==> src/rtl/nn_train_ctrl.sv <==
// rtl/nn_train_ctrl.sv - training-loop sequencer: init, per-sample fwd/bwd/update, epoch counting
module nn_train_ctrl #(
  parameter int N_SAMPLES = 4,
  parameter int N_EPOCHS  = 1000,
  parameter int FWD_CYC   = 3,
  parameter int BWD_CYC   = 4,
  localparam int SW = (N_SAMPLES > 1) ? $clog2(N_SAMPLES) : 1
) (
  input  logic          clk,
  input  logic          reset,
  input  logic          start,
  input  logic          abort,
  output logic          select_initial,
  output logic          select_update,
  output logic          fwd_en,
  output logic          bwd_en,
  output logic [SW-1:0] sample_idx,
  output logic [15:0]   epoch_cnt,
  output logic          busy,
  output logic          done
);

  typedef enum logic [2:0] {S_IDLE, S_INIT, S_FWD, S_BWD, S_UPD, S_FIN} state_t;

  localparam logic [3:0]    F_LAST = 4'(FWD_CYC - 1);
  localparam logic [3:0]    B_LAST = 4'(BWD_CYC - 1);
  localparam logic [SW-1:0] S_LAST = SW'(N_SAMPLES - 1);
  localparam logic [SW-1:0] S_ONE  = SW'(1);
  localparam logic [15:0]   E_TOT  = 16'(N_EPOCHS);

  state_t      state, state_nxt;
  logic [3:0]  phase_cnt;
  logic [15:0] epoch_inc;
  logic        last_sample, last_epoch;

  assign epoch_inc   = epoch_cnt + 16'd1;
  assign last_sample = (sample_idx == S_LAST);
  assign last_epoch  = (epoch_inc == E_TOT);

  always_ff @(posedge clk) begin
    if (reset) state <= S_IDLE;
    else       state <= state_nxt;
  end

  always_comb begin
    state_nxt = state;
    case (state)
      S_IDLE: if (start && !abort) state_nxt = S_INIT;
      S_INIT: state_nxt = abort ? S_IDLE : S_FWD;
      S_FWD: begin
        if (abort)                     state_nxt = S_IDLE;
        else if (phase_cnt == F_LAST)  state_nxt = S_BWD;
      end
      S_BWD: begin
        if (abort)                     state_nxt = S_IDLE;
        else if (phase_cnt == B_LAST)  state_nxt = S_UPD;
      end
      S_UPD: begin
        if (abort)                          state_nxt = S_IDLE;
        else if (last_sample && last_epoch) state_nxt = S_FIN;
        else                                state_nxt = S_FWD;
      end
      S_FIN:   state_nxt = S_IDLE;
      default: state_nxt = S_IDLE;
    endcase
  end

  always_comb begin
    select_initial = 1'b0;
    select_update  = 1'b0;
    fwd_en         = 1'b0;
    bwd_en         = 1'b0;
    busy           = 1'b0;
    done           = 1'b0;
    case (state)
      S_INIT: begin select_initial = 1'b1; busy = 1'b1; end
      S_FWD:  begin fwd_en         = 1'b1; busy = 1'b1; end
      S_BWD:  begin bwd_en         = 1'b1; busy = 1'b1; end
      S_UPD:  begin select_update  = 1'b1; busy = 1'b1; end
      S_FIN:  done = 1'b1;
      default: ;
    endcase
  end

  // Counters are cleared on entry to INIT so the INIT cycle already shows zeros;
  // an aborted UPD leaves them untouched.
  always_ff @(posedge clk) begin
    if (reset) begin
      phase_cnt  <= 4'd0;
      sample_idx <= '0;
      epoch_cnt  <= 16'd0;
    end else begin
      if (state_nxt != state)
        phase_cnt <= 4'd0;
      else if (state == S_FWD || state == S_BWD)
        phase_cnt <= phase_cnt + 4'd1;

      if (state == S_IDLE && state_nxt == S_INIT) begin
        sample_idx <= '0;
        epoch_cnt  <= 16'd0;
      end else if (state == S_UPD && !abort) begin
        if (last_sample) begin
          sample_idx <= '0;
          epoch_cnt  <= epoch_inc;
        end else begin
          sample_idx <= sample_idx + S_ONE;
        end
      end
    end
  end

endmodule
==> config.mk <==
export PLATFORM = sky130hd
export DESIGN_NAME = nn_train_ctrl
export DESIGN_NICKNAME = d
export VERILOG_FILES = /design/src/rtl/nn_train_ctrl.sv
export SDC_FILE = /design/constraint.sdc
export NUM_CORES = 1
export LEC_CHECK = 0
export BUFFER_PORTS_ARGS = -buffer_cell sky130_fd_sc_hd__buf_4
export CAP_MARGIN = 20
export CORE_MARGIN = 5
export CORE_UTILIZATION = 38
export DETAILED_ROUTE_END_ITERATION = 16
export PLACE_DENSITY = 0.65
export SYNTH_ARGS = -nofsm -noshare
export SYNTH_HDL_FRONTEND = slang
export SYNTH_SLANG_ARGS = --single-unit
export TNS_END_PERCENT = 1
==> constraint.sdc <==
create_clock -name clk -period 3.73 [get_ports clk]
set_input_delay 0.1865 -clock clk [delete_from_list [all_inputs] [get_ports clk]]
set_output_delay 0.1865 -clock clk [all_outputs]
set_load 0.05 [all_outputs]
==> summary.txt, run 1 <==
Place
  – GP Congestion: 0.827
  – HPWL after detailed placement: 2110 µm
  – # port buffers: 27

Pwr
  – Power Density: 274 mW/mm²
  – Clock share of power: 0.356
  – Sw Pwr: 0.109 mW
  – Maximum VDD drop: 0.273 mV
  – Leakage: 0.622 nW
  – Combinational power share: 0.061
  – Tot Pwr: 0.462 mW
  – P_int: 0.353 mW
  – Fraction of power consumed by sequential logic: 0.583
  – Sw frac: 0.236

STA
  – Final Cycle Share: 0.613
  – Setup TNS: 0 ps
  – F_max: 438 MHz
  – Hold WS: 111 ps
  – Final setup viols: 0
  – Worst clock skew: 8.93 ps
  – Worst Tran Pin Value: 690 ps
  – Slew HR: 0.537
  – Final hold vios: 0
  – Max-slew violations: 0
  – Fin crit period: 2290 ps
  – RSZ-0062 raised after global routing: false

Floorplan
  – Starting Density: 0.384
  – Die ar.: 0.00495 mm²
  – Chip Height: 70.4 µm
  – Core area: 0.00361 mm²
  – Rows: 22
  – Chip width: 70.4 µm
  – Top Ports: 28

Route
  – First DRT Iteration DRCs: 51
  – DR WL/cell: 11.6 µm
  – Via Count: 1218
  – Post-route ant nets: 0
  – DRT Pass-1 Iters: 4
  – Drt drc: 0
  – Drt total wl: 2820 µm
  – Via density: 5.01

Setup path
  – WP data required: 3910 ps
  – Critical path, cell by cell: ha_1 -> nand3_1 -> nor4_1 -> nand4bb_1 -> o311ai_2 -> nand3_2 -> a221oi_2
  – Crit path to: state[0]
  – R2r worst-path depth: 7
  – Setup Crit Path Kind: flop to flop
  – Setup crit start kind: flop
  – CP max FO: 7
  – Worst R2R Setup Slack: 1440 ps
  – CP max stage cell: nor4_1
  – Reg-to-reg critical path startpoint: epoch_cnt[0]
  – Crit path largest cell delay: 550 ps
  – WP data arrival: 2470 ps
  – CP Capture Type: flop
  – Critical path launch point: epoch_cnt[0]
  – Worst r2r dst: state[0]

Min path
  – Worst hold path type: input pin to flop

Final layout
  – Ant diodes: 0
  – Layout area overhead: 21.9%
  – Fin nets: 204
  – Fill cells: 357
  – Share of layout cells above drive strength 1: 0.200

Synthesis
  – EDFF count, synth: 0
  – Sequential share of the synthesized area: 0.361
  – Netlist cell types: 39
  – Synth Area in Adders: 0.0361
  – Post-synthesis mux area share: 0.0145
  – Fraction of registers with async set/reset: 0
  – Mean post-synth cell area: 8.29 µm²
  – Yosys top cell by area: dfxtp_1
  – Post-synthesis xor/xnor area fraction: 0.126
  – Synth Cell Area: 0.00139 mm²
  – Largest family of logic cells by synthesized area: simple AND/OR/NAND/NOR gates
  – Post-synthesis simple-gate area fraction: 0.329
  – Post-Syn Instances: 167
  – Share of the synthesized area in the top cell type: 0.361
  – Main area contributors after synthesis: dfxtp_1 36%, nor2_1 9.2%, xor2_1 7.0%
  – Top-count cell post-synth: nor2_1
  – Number of synthesized register bits: 25
  – Commonest cells post-synth: 34 x nor2_1, 25 x dfxtp_1, 14 x nand2_1, 11 x xor2_1, 9 x xnor2_1
  – Top_reg_cell synth: dfxtp_1
  – YS warnings: 0
  – Post-Syn Nets: 175
  – Compound-cell area share of the yosys netlist: 0.105

Clocking
  – Clk sinks: 25
  – Clock Tree Buf Depth: 2
  – CTS H-Tree Depth: 1
  – Worst skew pair latency: 270 ps
  – Post-CTS Repair Setup Buffers: 0
  – Cts bufs inserted: 3
  – CTS clk-pin slew, worst paths: 90 ps
  – CTS tree: yes
  – Post-CTS sizing: 0
  – Root buffer cell: clkbuf_8
  – Hold Buf Count CTS: 0

Global routing
  – Vias in the first global route: 1140
  – First-pass GRT wire length: 4890 µm
  – Overflow after GRT: 0
  – Pin count of the biggest net entering global routing: 16
  – GRT Total Usage: 0.119
  – Initial antenna violation count: 0

Status
  – Outcome: finished, final reports clean

Job
  – Max-cap violations: 0
[metal layers]
layer / track usage / vias up / wire [µm]
li1: - / 639 / -
met5: 0 / - / 0
met1: 0.145 / 548 / 1350
met2: 0.191 / 29 / 1270
met4: 0.0319 / 0 / 14
met3: 0.0489 / 2 / 196
[cell usage in the layout (no fill, tap or decap), drive strengths merged, types with 2 or more instances in the layout]
master,synthesis,final
nand2,14,14
o31ai,2,2
clkbuf,3,3
nor2,34,34
inv,6,6
and2,4,4
nand3,10,10
or4,2,2
xor2,11,11
nor4b,2,2
a21oi,5,5
ha,4,4
dfxtp,25,25
nor3,4,4
mux2i,2,2
buf,1,28
and3,3,3
nand4,8,8
xnor2,9,9
a221oi,2,2
[state kept, by name (all words and copies together) (netlist names)]
| signal | cells |
|---|---|
| epoch_cnt | 16 |
| phase_cnt | 4 |
| sample_idx | 2 |
| state | 3 |
[critical path, delay by kind of cell, from the launching register on]
kind / cells / cell delay (ps)
and+or+nand+nor: 4 / 1070
DFF: 1 / 470
AOI/OAI and AO/OA: 2 / 400
adders and majority gates: 1 / 260
[per-stage QoR]
stage	utilization	std cells	worst slack (ps)	instance area (µm²)
floorplan	-	167	1380	1390
global placement	0.455	239	1540	1640
detailed placement	0.455	239	1470	1640
CTS	0.468	243	1440	1690
global route	0.468	243	1120	1690
finish	0.468	243	1440	1690
[how the worst min path moves through the flow]
| stage | end | from | depth (start not counted) | slack, ps |
|---|---|---|---|---|
| final | state[0] | reset | 2 | 110 |
| after detailed placement | state[0] | reset | 2 | 400 |
| after floorplan | state[0] | reset | 1 | 250 |
| after global routing | state[0] | reset | 2 | 100 |
| after global placement | state[0] | reset | 2 | 390 |
| after CTS | state[0] | reset | 2 | 100 |
[cell type report]
class	instances	area, µm²	area share
Sequential cell	25	500	0.297
Tap cell	48	60.1	0.0356
Clock buffer	3	41.3	0.0245
Inverter	6	22.5	0.0133
Timing Repair Buffer	28	210	0.125
Multi-Input combinational cell	132	846	0.501
Clock inverter	1	7.51	0.00445
[power by group through the flow]
stage	clock (mW)	combinational, mW	sequential [mW]
3_3_place_gp	0	0.0286	0.276
4_1_cts	0.172	0.0289	0.270
2_1_floorplan	0	0.0195	0.275
6_report	0.165	0.0282	0.270
3_5_place_dp	0	0.0287	0.276
5_1_grt	0.183	0.0309	0.270
[logic make-up (layout without fill, tap and decap cells)]
group,after synthesis,after routing
multiplexers,2,2
buffers and inverters,10,38
adder cells (fa/ha/maj),4,4
AND/OR/NAND/NOR,89,89
flip-flops,25,25
XOR/XNOR,20,20
AO/OA/AOI/OAI,17,17
(Power assumes the default switching activity.)
==> inputs of run 2 (changes only) <==
clock period = 2.2 ns   (was 3.73 ns; I/O delays follow)
==> summary.txt, run 2 (synthesis gave the netlist of run 1 again) <==
Place
  – Post-Place Cells: 243 (was 239)
  – # port buffers: 27 (unchanged)
  – Worst slack, placed: 190 ps (was 1470 ps)
  – HPWL after detailed placement: 2290 µm (was 2110 µm)
  – GP Congestion: 0.864 (was 0.827)

Final layout
  – Ant diodes: 0 (unchanged)
  – Fill cells: 371 (was 357)
  – Fin nets: 208 (was 204)
  – Register area: 510 µm² (was 500 µm²)
  – Biggest regs: epoch_cnt: 16 flops, phase_cnt: 4 flops, state: 3 flops (unchanged)
  – Max FFs per register: 16 (unchanged)
  – Share of layout cells above drive strength 1: 0.261 (was 0.200)
  – Most frequent cells in the layout: 34 x nor2_1, 32 x buf_4, 17 x dfxtp_1, 14 x nand2_1, 11 x xor2_1 (was 34 x nor2_1, 28 x buf_4, 25 x dfxtp_1, 14 x nand2_1, 11 x xor2_1)
  – Non-filler cells, final: 247 (was 243)
  – Most common cell after layout, fill and taps aside: nor2_1 (unchanged)
  – Area occupied by multi-input gates: 851 µm² (was 846 µm²)
  – Largest Register: epoch_cnt (unchanged)
  – Layout area overhead: 24.9% (was 21.9%)

Route
  – Post-route ant nets: 0 (unchanged)
  – First DRT Iteration DRCs: 40 (was 51)
  – DR WL met2: 1360 µm (was 1270 µm)
  – Met3 WL post-DR: 163 µm (was 196 µm)
  – DRT Pass-1 Iters: 2 (was 4)
  – DR WL/cell: 12.0 µm (was 11.6 µm)
  – Drt drc: 0 (unchanged)
  – Via density: 5.01 (about the same)
  – Met1 Wirelength: 1410 µm (was 1350 µm)
  – Top Layer Used: met4 (unchanged)
  – Drt total wl: 2950 µm (was 2820 µm)
  – Via Count: 1238 (was 1218)

Clocking
  – Worst skew pair latency: 260 ps (was 270 ps)
  – Root buffer cell: clkbuf_8 (unchanged)
  – Clock Tree Buf Depth: 2 (unchanged)
  – CTS tree: yes (unchanged)
  – CTS H-Tree Depth: 1 (unchanged)
  – Hold Buf Count CTS: 0 (unchanged)
  – CTS clk-pin slew, worst paths: 90 ps (about the same)
  – Cts bufs inserted: 3 (unchanged)
  – Post-CTS Repair Setup Buffers: 0 (unchanged)
  – Clk sinks: 25 (unchanged)

Global routing
  – Pin count of the biggest net entering global routing: 15 (was 16)
  – Vias in the first global route: 1180 (was 1140)
  – First-pass GRT wire length: 5220 µm (was 4890 µm)
  – GRT Total Usage: 0.126 (was 0.119)
  – Initial antenna violation count: 0 (unchanged)
  – Overflow after GRT: 0 (unchanged)

STA
  – Final hold vios: 0 (unchanged)
  – Max-slew violations: 0 (unchanged)
  – Fin worst setup slack: 164 ps (was 1440 ps)
  – F_max: 491 MHz (was 438 MHz)
  – Hold WS: 29.3 ps (was 111 ps)
  – Worst Tran Pin Value: 374 ps (was 690 ps)
  – Setup TNS: 0 ps (unchanged)
  – RSZ-0062 raised after global routing: false (unchanged)
  – Final setup viols: 0 (unchanged)
  – Slew HR: 0.747 (was 0.537)
  – Final Cycle Share: 0.925 (was 0.613)
  – Fin crit period: 2040 ps (was 2290 ps)
  – Worst clock skew: 3.50 ps (was 8.93 ps)

Status
  – Outcome: finished, final reports clean (unchanged)

Floorplan
  – Die ar.: 0.00495 mm² (unchanged)
  – Core area: 0.00361 mm² (unchanged)
  – Rows: 22 (unchanged)
  – Chip Height: 70.4 µm (unchanged)
  – Chip width: 70.4 µm (unchanged)
  – Starting Density: 0.384 (unchanged)
  – Top Ports: 28 (unchanged)

Setup path
  – WP data arrival: 2220 ps (was 2470 ps)
  – Setup Crit Path Kind: flop to flop (unchanged)
  – WP data required: 2390 ps (was 3910 ps)
  – Setup crit start kind: flop (unchanged)
  – CP max FO: 8 (was 7)
  – CP Capture Type: flop (unchanged)

Pwr
  – Clock share of power: 0.350 (was 0.356)
  – Power Density: 451 mW/mm² (was 274 mW/mm²)
  – Sw Pwr: 0.181 mW (was 0.109 mW)
  – Maximum VDD drop: 0.186 mV (was 0.273 mV)
  – Fraction of power consumed by sequential logic: 0.586 (was 0.583)
  – Sw frac: 0.232 (was 0.236)
  – Tot Pwr: 0.780 mW (was 0.462 mW)
  – P_int: 0.599 mW (was 0.353 mW)
  – Leakage: 0.651 nW (was 0.622 nW)
  – Combinational power share: 0.063 (was 0.061)

Min path
  – Worst hold path type: input pin to flop (unchanged)

Job
  – Max-cap violations: 0 (unchanged)
-- run 2: cell types whose count changed in the layout (fill, tap and decap cells not counted) --
cell        previous run  this run
clkinv_2               0         1
dfxtp_2                0         8
clkinvlp_4             1         0
dfxtp_1               25        17
buf_4                 28        32
nand3_1                8         7
nand3_2                2         3
-- run 2: critical path, stage by stage, from the launching register on --
cell and delay (ps):
dfxtp_2 410, nand3_2 180, or4_4 520, a221oi_2 280, o211a_1 230, nand3_2 100, a221oi_2 230
-- run 2: final timing paths --
| path | startpoint | endpoint | slack, ps | cells past startpoint |
|---|---|---|---|---|
| min reg2reg | sample_idx[1] | sample_idx[1] | 490 | 2 |
| min | reset | state[0] | 30 | 2 |
| max reg2reg | epoch_cnt[4] | state[0] | 160 | 6 |
| max | epoch_cnt[4] | state[0] | 160 | 6 |
-- run 2: metal layers --
metal | global-route usage | up-vias
met3 | 0.0331 | 2
met1 | 0.157 | 567
li1 | - | 649
met5 | 0 | -
met2 | 0.214 | 20
met4 | 0.0319 | 0
-- run 2: per-stage QoR --
step | utilization | instance area, µm²
after global placement | 0.465 | 1680
final | 0.480 | 1730
after global routing | 0.480 | 1730
after CTS | 0.478 | 1720
after floorplan | - | 1390
after detailed placement | 0.465 | 1680
-- run 2: timing repair --
item                       CTS  global route
hold endpoints to repair     0             0
setup endpoints to repair    0             2
gates resized for setup      0             2
-- run 2: power by group through the flow --
stage | sequential, mW | combinational, mW | clock (mW)
floorplan | 0.466 | 0.0330 | 0
global placement | 0.468 | 0.0500 | 0
detailed placement | 0.468 | 0.0500 | 0
CTS | 0.457 | 0.0501 | 0.286
global route | 0.458 | 0.0554 | 0.310
finish | 0.457 | 0.0494 | 0.273
-- run 2: layout make-up --
type	instances	share of cell area
Inverter	6	0.0130
Tap cell	48	0.0347
Clock inverter	1	0.00289
Multi-Input combinational cell	132	0.492
Sequential cell	25	0.295
Clock buffer	3	0.0239
Timing Repair Buffer	32	0.139
